### src/rtl/sign_sync_pkg.sv
// sign_sync_pkg: edge mode encodings and counter width helper shared by the sign_sync area.
package sign_sync_pkg;
  localparam logic [1:0] EDGE_OFF  = 2'b00;
  localparam logic [1:0] EDGE_RISE = 2'b01;
  localparam logic [1:0] EDGE_FALL = 2'b10;
  localparam logic [1:0] EDGE_BOTH = 2'b11;
  function automatic int cnt_w(input int n);
    return (n <= 2) ? 1 : $clog2(n);
  endfunction
endpackage

### src/rtl/edge_filter_ch.sv
// edge_filter_ch: one channel of synchroniser, debounce filter, edge pulses and sticky flag.
module edge_filter_ch
  import sign_sync_pkg::*;
#(
  parameter int   SYNC_STAGES = 3,
  parameter int   FILT_CNT    = 8,
  parameter logic INIT_LEVEL  = 1'b0
) (
  input  logic       clk,
  input  logic       rst,
  input  logic       sign,
  input  logic [1:0] mode,
  input  logic       flag_clr,
  output logic       level,
  output logic       rising_edge,
  output logic       falling_edge,
  output logic       edge_flag
);
  localparam int CW = cnt_w(FILT_CNT);
  localparam logic [CW-1:0] CNT_MAX = CW'(FILT_CNT - 1);
  logic [SYNC_STAGES-1:0] sync_q, sync_d;
  logic [CW-1:0] cnt_q, cnt_d;
  logic level_q, level_d, rise_q, rise_d, fall_q, fall_d, flag_q, flag_d;
  logic s, match, fire, set;
  always_comb begin
    s = sync_q[SYNC_STAGES-1];
    match = s == level_q;
    fire = !match && cnt_q == CNT_MAX;
    sync_d = {sync_q[SYNC_STAGES-2:0], sign};
    cnt_d = (match || fire) ? '0 : cnt_q + 1'b1;
    level_d = fire ? s : level_q;
    rise_d = fire & s;
    fall_d = fire & ~s;
    set = (rise_q & mode[0]) | (fall_q & mode[1]);
    flag_d = set ? 1'b1 : (flag_clr ? 1'b0 : flag_q);
  end
  always_ff @(posedge clk) begin
    if (rst) begin
      sync_q  <= {SYNC_STAGES{INIT_LEVEL}};
      cnt_q   <= '0;
      level_q <= INIT_LEVEL;
      rise_q  <= 1'b0;
      fall_q  <= 1'b0;
      flag_q  <= 1'b0;
    end else begin
      sync_q  <= sync_d;
      cnt_q   <= cnt_d;
      level_q <= level_d;
      rise_q  <= rise_d;
      fall_q  <= fall_d;
      flag_q  <= flag_d;
    end
  end
  assign level        = level_q;
  assign rising_edge  = rise_q;
  assign falling_edge = fall_q;
  assign edge_flag    = flag_q;
endmodule

### src/rtl/multi_edge_filter.sv
// multi_edge_filter: CH independent filtered edge detectors with an OR-reduced interrupt.
module multi_edge_filter
  import sign_sync_pkg::*;
#(
  parameter int   CH          = 4,
  parameter int   SYNC_STAGES = 3,
  parameter int   FILT_CNT    = 8,
  parameter logic INIT_LEVEL  = 1'b0
) (
  input  logic          clk,
  input  logic          rst,
  input  logic [CH-1:0] sign,
  input  logic [2*CH-1:0] edge_mode,
  input  logic [CH-1:0] flag_clr,
  output logic [CH-1:0] level,
  output logic [CH-1:0] rising_edge,
  output logic [CH-1:0] falling_edge,
  output logic [CH-1:0] edge_flag,
  output logic          irq
);
  for (genvar i = 0; i < CH; i++) begin : g_ch
    edge_filter_ch #(
      .SYNC_STAGES(SYNC_STAGES),
      .FILT_CNT   (FILT_CNT),
      .INIT_LEVEL (INIT_LEVEL)
    ) u_ch (
      .clk         (clk),
      .rst         (rst),
      .sign        (sign[i]),
      .mode        (edge_mode[2*i+:2]),
      .flag_clr    (flag_clr[i]),
      .level       (level[i]),
      .rising_edge (rising_edge[i]),
      .falling_edge(falling_edge[i]),
      .edge_flag   (edge_flag[i])
    );
  end
  assign irq = |edge_flag;
endmodule

### config.mk
export PLATFORM = sky130hd
export DESIGN_NAME = multi_edge_filter
export DESIGN_NICKNAME = d
export VERILOG_FILES = /design/src/rtl/sign_sync_pkg.sv /design/src/rtl/edge_filter_ch.sv /design/src/rtl/multi_edge_filter.sv
export SDC_FILE = /design/constraint.sdc
export NUM_CORES = 1
export LEC_CHECK = 0
export BUFFER_PORTS_ARGS = -buffer_cell sky130_fd_sc_hd__buf_2
export CORE_MARGIN = 5
export CORE_UTILIZATION = 50
export CTS_CLUSTER_DIAMETER = 50
export DETAILED_ROUTE_END_ITERATION = 8
export PLACE_DENSITY = 0.81
export SLEW_MARGIN = 10
export SYNTH_ARGS = -nofsm -noshare
export SYNTH_HDL_FRONTEND = slang
export SYNTH_HIERARCHICAL = 1
export SYNTH_SLANG_ARGS = --single-unit
### constraint.sdc
create_clock -name clk -period 1.35 [get_ports clk]
set_clock_uncertainty 0.05 [all_clocks]
set_input_delay 0.2025 -clock clk [delete_from_list [all_inputs] [get_ports clk]]
set_output_delay 0.2025 -clock clk [all_outputs]
set_load 0.05 [all_outputs]
==> metrics.csv, run 1 <==
stage,metric,value,unit
place,placed insts,172,
yosys,largest family of logic cells by synthesized area,simple AND/OR/NAND/NOR gates,
min_path,Worst Hold Class,in -> reg,
place,hpwl dp,1710,um
global_routing,vias in the first global route,934,
sta,final setup margin,-0.263,ns
finish,number of diodes,0,
worst_setup_path,CP max stage delay,0.53,ns
sta,FMAX,620,MHz
routing,Pre-antenna DRT Iters,5,
routing,Via density,5.21,
global_routing,Congestion Overflow GR,0,
routing,drt wl/cell,12.6,um
yosys,Mapped Nets,135,
finish,layout cells sized above 1,0.377,
pwr,Net Switching,0.000375,W
routing,vias,948,
sta,setup tns final,-0.263,ns
worst_setup_path,CP Launch Type,flop,
global_routing,All-Layer GR Usage,0.131,
pwr,switch share,0.197,
worst_setup_path,Worst Path Required,1.10,ns
sta,RSZ-0062 raised after global routing,true,
finish,"Core Util, Final",0.632,
status,failing checks,negative setup slack,
routing,DRC violations left,0,
worst_setup_path,Setup CP Type,reg -> out,
worst_setup_path,CP cell instances,or4_4 -> buf_8,
global_routing,first-pass GRT wire length,4020,um
yosys,"Cell Area, Synth",1360,um^2
yosys,Syn Inst Count,109,
cts,Worst-path clk slew,0.10,ns
floorplanning,Die Footprint,3870,um^2
pwr,P per Cell Area,1120,nW/um^2
routing,Post-Route WL,2300,um
yosys,Post-Synth XOR/XNOR Area,0.0257,
floorplanning,die width,62.2,um
status,status,"finished, violations left",
cts,Num CTS Buffers,5,
cts,root buffer cell,clkbuf_4,
yosys,Synth Area in Adders,0.0734,
routing,Iter 0 DRT Violations,14,
sta,fin crit share,1.19,
floorplanning,initial core utilization,0.508,
place,routability cong.,0.632,
worst_setup_path,Worst Path Max Fanout,2,
routing,final antenna-violating net count,0,
sta,Worst Tran Pin Value,0.271,ns
yosys,Synth warnings,6,
worst_setup_path,CP max stage cell,or4_4,
pwr,P_int,0.00153,W
pwr,Seq pwr share,0.630,
sta,Final Hold Viols,0,
finish,NumNets Final,177,
floorplanning,Die Ht,62.2,um
sta,min Tclk post-route,1.61,ns
sta,relative slew slack,0.818,
finish,# fillers,224,
sta,# setup viols final,1,
cts,worst skew pair latency,0.33,ns
worst_setup_path,Crit. End Element,primary output,
finish,Finished Layout Cells,182,
yosys,Synth cell types,14,
yosys,mux share of post-synthesis cell area,0.0294,
floorplanning,Core Rows,19,
cts,htree depth,2,
pwr,Clk pwr share,0.332,
floorplanning,num ports,35,
yosys,"FF+latch count, synth",40,
yosys,Synth Area in Compound Gates,0.0367,
pwr,Comb power frac,0.038,
yosys,Post-Syn Area per Cell,12.5,um^2
yosys,post-synthesis sequential area ratio,0.587,
yosys,Synth Area in Simple Gates,0.233,
place,IO Port Bufs,34,
job,Max-Cap Viols,0,
cts,CTS sink cnt,40,
pwr,leakage,0.740,nW
finish,P&R area growth vs syn,24.5,%
cts,clock tree from TritonCTS,yes,
floorplanning,CORE AREA,2690,um^2
global_routing,largest net degree at the start of global routing,21,
global_routing,initial antenna violation count,0,
sta,Max Slew Vio Count,0,
worst_setup_path,WP data arrival,1.36,ns
pwr,"IR drop worst, VDD",864,uV
cts,maximum root-to-sink buffer count,2,
[per-layer routing]
layer,GRT usage,wire [um],vias up
met3,0.0703,187,6
li1,-,-,477
met2,0.222,1130,26
met5,0,0,-
met1,0.127,926,439
met4,0.0650,48,0
[final timing paths]
check | from | endpoint | slack (ns) | cells after the start
worst max-delay path | g_ch[2].u_ch/edge_flag$_SDFFE_PP0P_ | irq | -0.26 | 2
worst max register to register | g_ch[1].u_ch/cnt_q[0]$_SDFF_PP0_ | g_ch[1].u_ch/cnt_q[2]$_SDFF_PP0_ | 0.11 | 3
worst min-delay path | sign[2] | g_ch[2].u_ch/sync_q[0]$_SDFF_PP0_ | 0.02 | 2
worst min register to register | g_ch[2].u_ch/cnt_q[0]$_SDFF_PP0_ | g_ch[2].u_ch/cnt_q[0]$_SDFF_PP0_ | 0.38 | 1
[stage by stage]
| step | hold WS, ns | worst slack [ns] | area, um^2 | power [W] |
|---|---|---|---|---|
| after floorplan | 0.281 | 0.0365 | 1370 | 0.00126 |
| after global placement | 0.364 | 0.0690 | 1590 | 0.00130 |
| after detailed placement | 0.371 | 0.0597 | 1590 | 0.00130 |
| after CTS | 0.0118 | -0.281 | 1670 | 0.00193 |
| after global routing | 0.0158 | -0.314 | 1700 | 0.00201 |
| final | 0.0190 | -0.263 | 1700 | 0.00191 |
[final cells by class]
cell class / instances / area [um^2] / share of cell area
well taps: 31 / 38.8 / 0.0228
clock buffers: 7 / 65.1 / 0.0383
flip-flops and latches: 40 / 805 / 0.474
multi-input cells: 65 / 547 / 0.322
repair buffers: 39 / 243 / 0.143
[cell usage after synthesis]
master / instances / area share
a22oi_1: 4 / 0.022
nor2_1: 4 / 0.011
ha_1: 8 / 0.073
a21oi_1: 4 / 0.015
or4_1: 1 / 0.0055
buf_2: 4 / 0.015
mux2i_1: 4 / 0.029
nor4_1: 4 / 0.018
nor2b_1: 12 / 0.055
and4bb_2: 8 / 0.073
xnor2_1: 4 / 0.026
nand2b_1: 4 / 0.018
nor4b_1: 8 / 0.051
dfxtp_1: 40 / 0.59
[power by group through the flow]
stage	Clock (W)	Combinational, W	Sequential (W)
detailed placement	0	0.0000710	0.00123
global route	0.000719	0.0000818	0.00120
CTS	0.000656	0.0000716	0.00120
global placement	0	0.0000675	0.00123
finish	0.000634	0.0000728	0.00120
floorplan	0	0.0000357	0.00123
[critical path, delay by kind of cell (launching register included)]
family	cells	cell delay, ns
and+or+nand+nor	1	0.53
buffers and inverters	1	0.17
DFF	1	0.33
[cell families (layout without fill, tap and decap cells)]
kind of cell               after synthesis  count (layout)
adders and majority gates                8               8
AOI/OAI and AO/OA                        8               8
buffers and inverters                    4              46
muxes                                    4               4
and+or+nand+nor                         41              41
xor gates and xnor gates                 4               4
DFF                                     40              40
[layout by cell type, fill, tap and decap left out, drive strengths merged]
cell         Yosys  final
dfxtp           40     40
and4bb           8      8
ha               8      8
nand2b           4      4
dlygate4sd3      0      1
buf              4     34
a22oi            4      4
a21oi            4      4
nor2b           12     12
clkbuf           0     11
nor2             4      4
mux2i            4      4
xnor2            4      4
nor4             4      4
or4              1      1
nor4b            8      8
[registers in the layout, indices dropped and copies added, names as in the netlist]
register / count
g_ch.u_ch/level: 4
g_ch.u_ch/rising_edge: 4
g_ch.u_ch/edge_flag: 4
g_ch.u_ch/sync_q: 12
g_ch.u_ch/cnt_q: 12
g_ch.u_ch/falling_edge: 4
[repair_timing]
| item | CTS | global route |
|---|---|---|
| endpoints found under the hold margin | 0 | 1 |
| gates resized for setup | 3 | 4 |
| hold buffers | 0 | 1 |
| setup endpoints to repair | 1 | 5 |
| setup buffers | 1 | 1 |
Power figures use the tool's default switching activity.
==> run 2, diff against run 1 <==
Settings changed: CTS_CLUSTER_SIZE set to 12, PLACE_DENSITY 0.81 to not set, PLACE_DENSITY_LB_ADDON set to 0.12.
==> run 2 against run 1 <==
Net effect: the flow still finishes with violations (negative setup slack); sequential cell count is the same; final cell count shrank 0.55%; clock power shrank 5.2%; critical endpoint unchanged; design area shrank 1.0%.
==> metrics.csv, run 2 (synthesis gave the netlist of run 1 again) <==
stage,metric,value,unit,change
global_routing,vias in the first global route,985,,+5.5%
sta,Worst Tran Pin Value,0.554,ns,+0.284 ns
sta,relative slew slack,0.631,,-0.187
worst_setup_path,Setup CP Type,reg -> out,,
finish,layout cells sized above 1,0.393,,+0.0158
cts,maximum root-to-sink buffer count,2,,unchanged
job,Max-Cap Viols,0,,unchanged
place,IO Port Bufs,34,,unchanged
routing,Via density,5.29,,+1.6%
finish,biggest regs,"g_ch.u_ch/cnt_q x12, g_ch.u_ch/sync_q x12",,
finish,"Core Util, Final",0.626,,-0.00652
cts,worst skew pair latency,0.33,ns,about the same
floorplanning,Core Rows,19,,unchanged
sta,Final Hold Viols,0,,unchanged
floorplanning,CORE AREA,2690,um^2,unchanged
cts,root buffer cell,clkbuf_4,,
min_path,Worst Hold Class,in -> reg,,
sta,Max Slew Vio Count,0,,unchanged
sta,# setup viols final,1,,unchanged
routing,DRC violations left,0,,unchanged
cts,htree depth,2,,unchanged
sta,RSZ-0062 raised after global routing,true,,
sta,setup tns final,-0.272,ns,-0.00891 ns
sta,final setup margin,-0.272,ns,-0.00891 ns
floorplanning,Die Footprint,3870,um^2,unchanged
worst_setup_path,CP max stage delay,0.53,ns,about the same
routing,final antenna-violating net count,0,,unchanged
routing,Pre-antenna DRT Iters,3,,-2
finish,number of diodes,0,,unchanged
worst_setup_path,Worst Path Required,1.10,ns,about the same
routing,Iter 0 DRT Violations,18,,+4
global_routing,Congestion Overflow GR,0,,unchanged
sta,fin crit share,1.20,,+0.00660
cts,clock tree from TritonCTS,yes,,
global_routing,initial antenna violation count,0,,unchanged
worst_setup_path,Crit. End Element,primary output,,
worst_setup_path,CP cell instances,or4_4 -> buf_8,,
pwr,P per Cell Area,1110,nW/um^2,-1.1%
sta,min Tclk post-route,1.62,ns,+0.00891 ns
worst_setup_path,Top delay family on crit path,simple AND/OR/NAND/NOR gates,,
status,failing checks,negative setup slack,,
sta,Hold WS,0.0215,ns,+0.00251 ns
pwr,leakage,0.720,nW,-2.7%
finish,Final Cell Area,1680,um^2,-1.0%
floorplanning,die width,62.2,um,unchanged
pwr,"IR drop worst, VDD",991,uV,+15%
sta,FMAX,617,MHz,-0.55%
floorplanning,initial core utilization,0.508,,unchanged
routing,Post-Route WL,2400,um,+4.5%
floorplanning,Die Ht,62.2,um,unchanged
worst_setup_path,Buf/Inv on CP,1,,unchanged
cts,Num CTS Buffers,5,,unchanged
routing,drt wl/cell,13.3,um,+5.1%
finish,FF+latch area,805,um^2,unchanged
cts,CTS sink cnt,40,,unchanged
global_routing,All-Layer GR Usage,0.136,,+0.00565
worst_setup_path,WP data arrival,1.37,ns,about the same
worst_setup_path,Worst Path Max Fanout,2,,unchanged
place,Area after DPL,1570,um^2,-1.3%
place,routability cong.,0.651,,+3.1%
finish,# fillers,241,,+7.6%
finish,area of the multi-input gates,568,um^2,+3.9%
place,hpwl dp,1720,um,+0.63%
finish,"leading cell types in the layout, fill and taps excluded","37 x dfxtp_1, 30 x buf_2, 12 x nor2b_1",,
global_routing,first-pass GRT wire length,4220,um,+5.0%
cts,Post-CTS Hold Buffers,0,,unchanged
worst_setup_path,CP max stage cell,or4_4,,
routing,vias,958,,+1.1%
finish,NumNets Final,175,,-1.1%
finish,"most common cell after layout, fill and taps aside",dfxtp_1,,
worst_setup_path,CP Launch Type,flop,,
global_routing,largest net degree at the start of global routing,34,,+62%
floorplanning,num ports,35,,unchanged
finish,P&R area growth vs syn,23.2,%,
cts,Worst-path clk slew,0.11,ns,about the same
status,status,"finished, violations left",,
## run 2: cell count changes in the layout (fill, tap and decap cells not counted), sizes merged
cell         delta
clkbuf          -1
dlygate4sd3     -1
buf             +1
## run 2: final timing paths
path	start	end	slack, ns	depth (start not counted)
setup / recovery	g_ch[2].u_ch/edge_flag$_SDFFE_PP0P_	irq	-0.27	2
hold / removal	sign[0]	g_ch[0].u_ch/sync_q[0]$_SDFF_PP0_	0.02	2
setup reg to reg	g_ch[0].u_ch/cnt_q[0]$_SDFF_PP0_	g_ch[0].u_ch/cnt_q[2]$_SDFF_PP0_	0.06	3
hold reg to reg	g_ch[3].u_ch/cnt_q[0]$_SDFF_PP0_	g_ch[3].u_ch/cnt_q[0]$_SDFF_PP0_	0.39	1
## run 2: per-layer routing
| metal | track usage | vias up | wire length [um] |
|---|---|---|---|
| met1 | 0.141 | 460 | 948 |
| met2 | 0.234 | 22 | 1250 |
| met4 | 0.0488 | 0 | 35 |
| li1 | - | 472 | - |
| met5 | 0 | - | 0 |
| met3 | 0.0685 | 4 | 161 |
## run 2: timing repair
item                                    CTS  global route
pin swaps                                 1             1
resized for setup                         3             8
endpoints found under the setup margin    1             8
setup buffers                             1             1
## run 2: layout make-up
type,count,area share
clock buffer,8,0.0350
multi-input combinational,65,0.338
sequential,40,0.479
tap,31,0.0231
timing repair buffer,37,0.125
## run 2: worst reg2reg max path: cells and delay by family, from the launching register on
kind	cells	cell delay [ns]
fa+ha+maj	2	0.46
flops	1	0.33
simple gates	1	0.35
## run 2: where the power goes
part           switching, W  total [W]  leakage (nW)  internal, W
Sequential       0.00000676    0.00120         0.326      0.00120
Combinational     0.0000303  0.0000656         0.362    0.0000354
Clock              0.000344   0.000601        0.0326     0.000257
## run 2: per-stage QoR
step | cells | worst slack (ns) | power (W)
CTS | 180 | -0.289 | 0.00190
floorplan | 109 | 0.0365 | 0.00126
detailed placement | 171 | 0.0608 | 0.00129
finish | 181 | -0.272 | 0.00187
global placement | 171 | 0.0672 | 0.00129
global route | 181 | -0.319 | 0.00198
==> run 3, diff against run 2 <==
Settings changed: RECOVER_POWER set to 25.
==> run 3 against run 2 <==
Net effect: the run still ends with negative setup slack left; global-route usage is the same; critical path type unchanged; hold slack improved by 0.00074 ns; largest power group unchanged; setup slack worse by 0.0046 ns.
==> metrics.csv, run 3 (synthesis gave the netlist of run 1 again) <==
stage,metric,value,unit,change
min_path,hold endpoint,g_ch[0].u_ch/sync_q[0]$_SDFF_PP0_,,
worst_setup_path,r2r setup slk,0.05,ns,about the same
worst_setup_path,Setup CP Type,reg -> out,,
routing,vias,940,,-1.9%
finish,biggest regs,"g_ch.u_ch/cnt_q x12, g_ch.u_ch/sync_q x12",,
worst_setup_path,R2R Path Start,g_ch[0].u_ch/cnt_q[0]$_SDFF_PP0_,,
worst_setup_path,Worst Path Max Fanout,2,,unchanged
routing,Pre-antenna DRT Iters,4,,+1
place,hpwl dp,1720,um,unchanged
routing,Iter 0 DRT Violations,21,,+3
global_routing,largest net degree at the start of global routing,34,,unchanged
min_path,Worst Hold Class,in -> reg,,
finish,"most common cell after layout, fill and taps aside",dfxtp_1,,
global_routing,Congestion Overflow GR,0,,unchanged
finish,"leading cell types in the layout, fill and taps excluded","37 x dfxtp_1, 29 x buf_2, 12 x nor2b_1",,
sta,Final Hold Viols,0,,unchanged
sta,final setup margin,-0.276,ns,-0.00465 ns
place,routability cong.,0.651,,unchanged
min_path,Worst Hold Depth,2,,unchanged
sta,RSZ-0062 raised after global routing,true,,
routing,Post-Route WL,2400,um,about the same
floorplanning,Core Rows,19,,unchanged
global_routing,All-Layer GR Usage,0.136,,unchanged
sta,Max Slew Vio Count,0,,unchanged
status,failing checks,negative setup slack,,
cts,maximum root-to-sink buffer count,2,,unchanged
cts,htree depth,2,,unchanged
sta,fin crit share,1.20,,+0.00344
finish,number of diodes,0,,unchanged
finish,"Core Util, Final",0.624,,-0.00140
cts,Num CTS Buffers,5,,unchanged
floorplanning,Die Ht,62.2,um,unchanged
cts,CTS sink cnt,40,,unchanged
floorplanning,num ports,35,,unchanged
place,IO Port Bufs,34,,unchanged
routing,drt wl/cell,13.2,um,about the same
routing,Via density,5.19,,-1.9%
sta,min Tclk post-route,1.63,ns,+0.00465 ns
worst_setup_path,CP Launch Type,flop,,
sta,Hold WS,0.0223,ns,+0.000737 ns
global_routing,first-pass GRT wire length,4220,um,unchanged
global_routing,vias in the first global route,985,,unchanged
global_routing,initial antenna violation count,0,,unchanged
floorplanning,Die Footprint,3870,um^2,unchanged
job,Max-Cap Viols,0,,unchanged
pwr,leakage,0.717,nW,-0.47%
worst_setup_path,Worst Path Required,1.10,ns,about the same
status,status,"finished, violations left",,
pwr,P per Cell Area,1120,nW/um^2,+0.41%
pwr,"IR drop worst, VDD",994,uV,+0.32%
worst_setup_path,worst reg-to-reg path cell count,3,,unchanged
cts,root buffer cell,clkbuf_4,,
cts,clock tree from TritonCTS,yes,,
sta,# setup viols final,1,,unchanged
finish,NumNets Final,175,,unchanged
floorplanning,initial core utilization,0.508,,unchanged
sta,Worst Tran Pin Value,0.619,ns,+0.0646 ns
finish,P&R area growth vs syn,22.9,%,
cts,Worst-path clk slew,0.11,ns,about the same
worst_setup_path,Crit. End Element,primary output,,
sta,FMAX,615,MHz,-0.29%
routing,DRC violations left,0,,unchanged
routing,final antenna-violating net count,0,,unchanged
place,Place WS,0.0608,ns,unchanged
min_path,Hold Startpoint,sign[0],,
cts,Post-CTS Hold Buffers,0,,unchanged
cts,worst skew pair latency,0.33,ns,about the same
floorplanning,die width,62.2,um,unchanged
worst_setup_path,RR Endpoint,g_ch[0].u_ch/cnt_q[2]$_SDFF_PP0_,,
finish,layout cells sized above 1,0.387,,-0.00667
finish,# fillers,243,,+0.83%
worst_setup_path,WP data arrival,1.37,ns,about the same
floorplanning,CORE AREA,2690,um^2,unchanged
sta,relative slew slack,0.588,,-0.0430
[run 3: changes by cell type in the layout (fill, tap and decap cells not counted)]
cell	previous run	this run
buf_4	4	3
clkbuf_2	0	1
buf_2	30	29
clkbuf_1	2	3
[run 3: report_power, final]
part / internal, W / switching (W)
combinational: 0.0000341 / 0.0000300
clock: 0.000257 / 0.000349
sequential: 0.00120 / 0.00000668
total: 0.00149 / 0.000386
[run 3: per-stage QoR]
step                      TNS (ns)  std cells  instance area [um^2]  total power, W
final                       -0.276        181                  1680         0.00187
after global routing        -0.333        181                  1680         0.00198
after CTS                   -0.289        180                  1640         0.00190
after detailed placement         0        171                  1570         0.00129
after global placement           0        171                  1570         0.00129
after floorplan                  0        109                  1370         0.00126
[run 3: worst max-delay path by stage]
stage / endpoint / slack (ns) / cells after the start / from
after floorplan: irq / 0.04 / 1 / g_ch[2].u_ch/edge_flag$_SDFFE_PP0P_
after global placement: irq / 0.07 / 2 / g_ch[2].u_ch/edge_flag$_SDFFE_PP0P_
after detailed placement: irq / 0.06 / 2 / g_ch[2].u_ch/edge_flag$_SDFFE_PP0P_
after CTS: irq / -0.29 / 2 / g_ch[3].u_ch/edge_flag$_SDFFE_PP0P_
after global routing: irq / -0.32 / 2 / g_ch[2].u_ch/edge_flag$_SDFFE_PP0P_
final: irq / -0.28 / 2 / g_ch[2].u_ch/edge_flag$_SDFFE_PP0P_
[run 3: final cells by class]
class / count / area [um^2] / area share
Sequential cell: 40 / 805 / 0.480
Clock buffer: 8 / 58.8 / 0.0351
Tap cell: 31 / 38.8 / 0.0231
Timing Repair Buffer: 37 / 206 / 0.123
Multi-Input combinational cell: 65 / 568 / 0.339
[run 3: worst max-delay path, stage by stage (launching register included)]
cell and delay, ns:
dfxtp_2 0.34, or4_4 0.53, buf_8 0.16
[run 3: metal layers]
metal  vias up  GRT usage  wire length (um)
met5         -          0                 0
met4         0     0.0488                40
met3         5     0.0685               148
met2        22      0.234              1250
met1       439      0.141               961
li1        474          -                 -
[run 3: repair_timing]
action,CTS,global route
pin swaps,1,1
endpoints found under the setup margin,1,8
resized for setup,3,8
buffers inserted,1,1
hold endpoints to repair,0,0
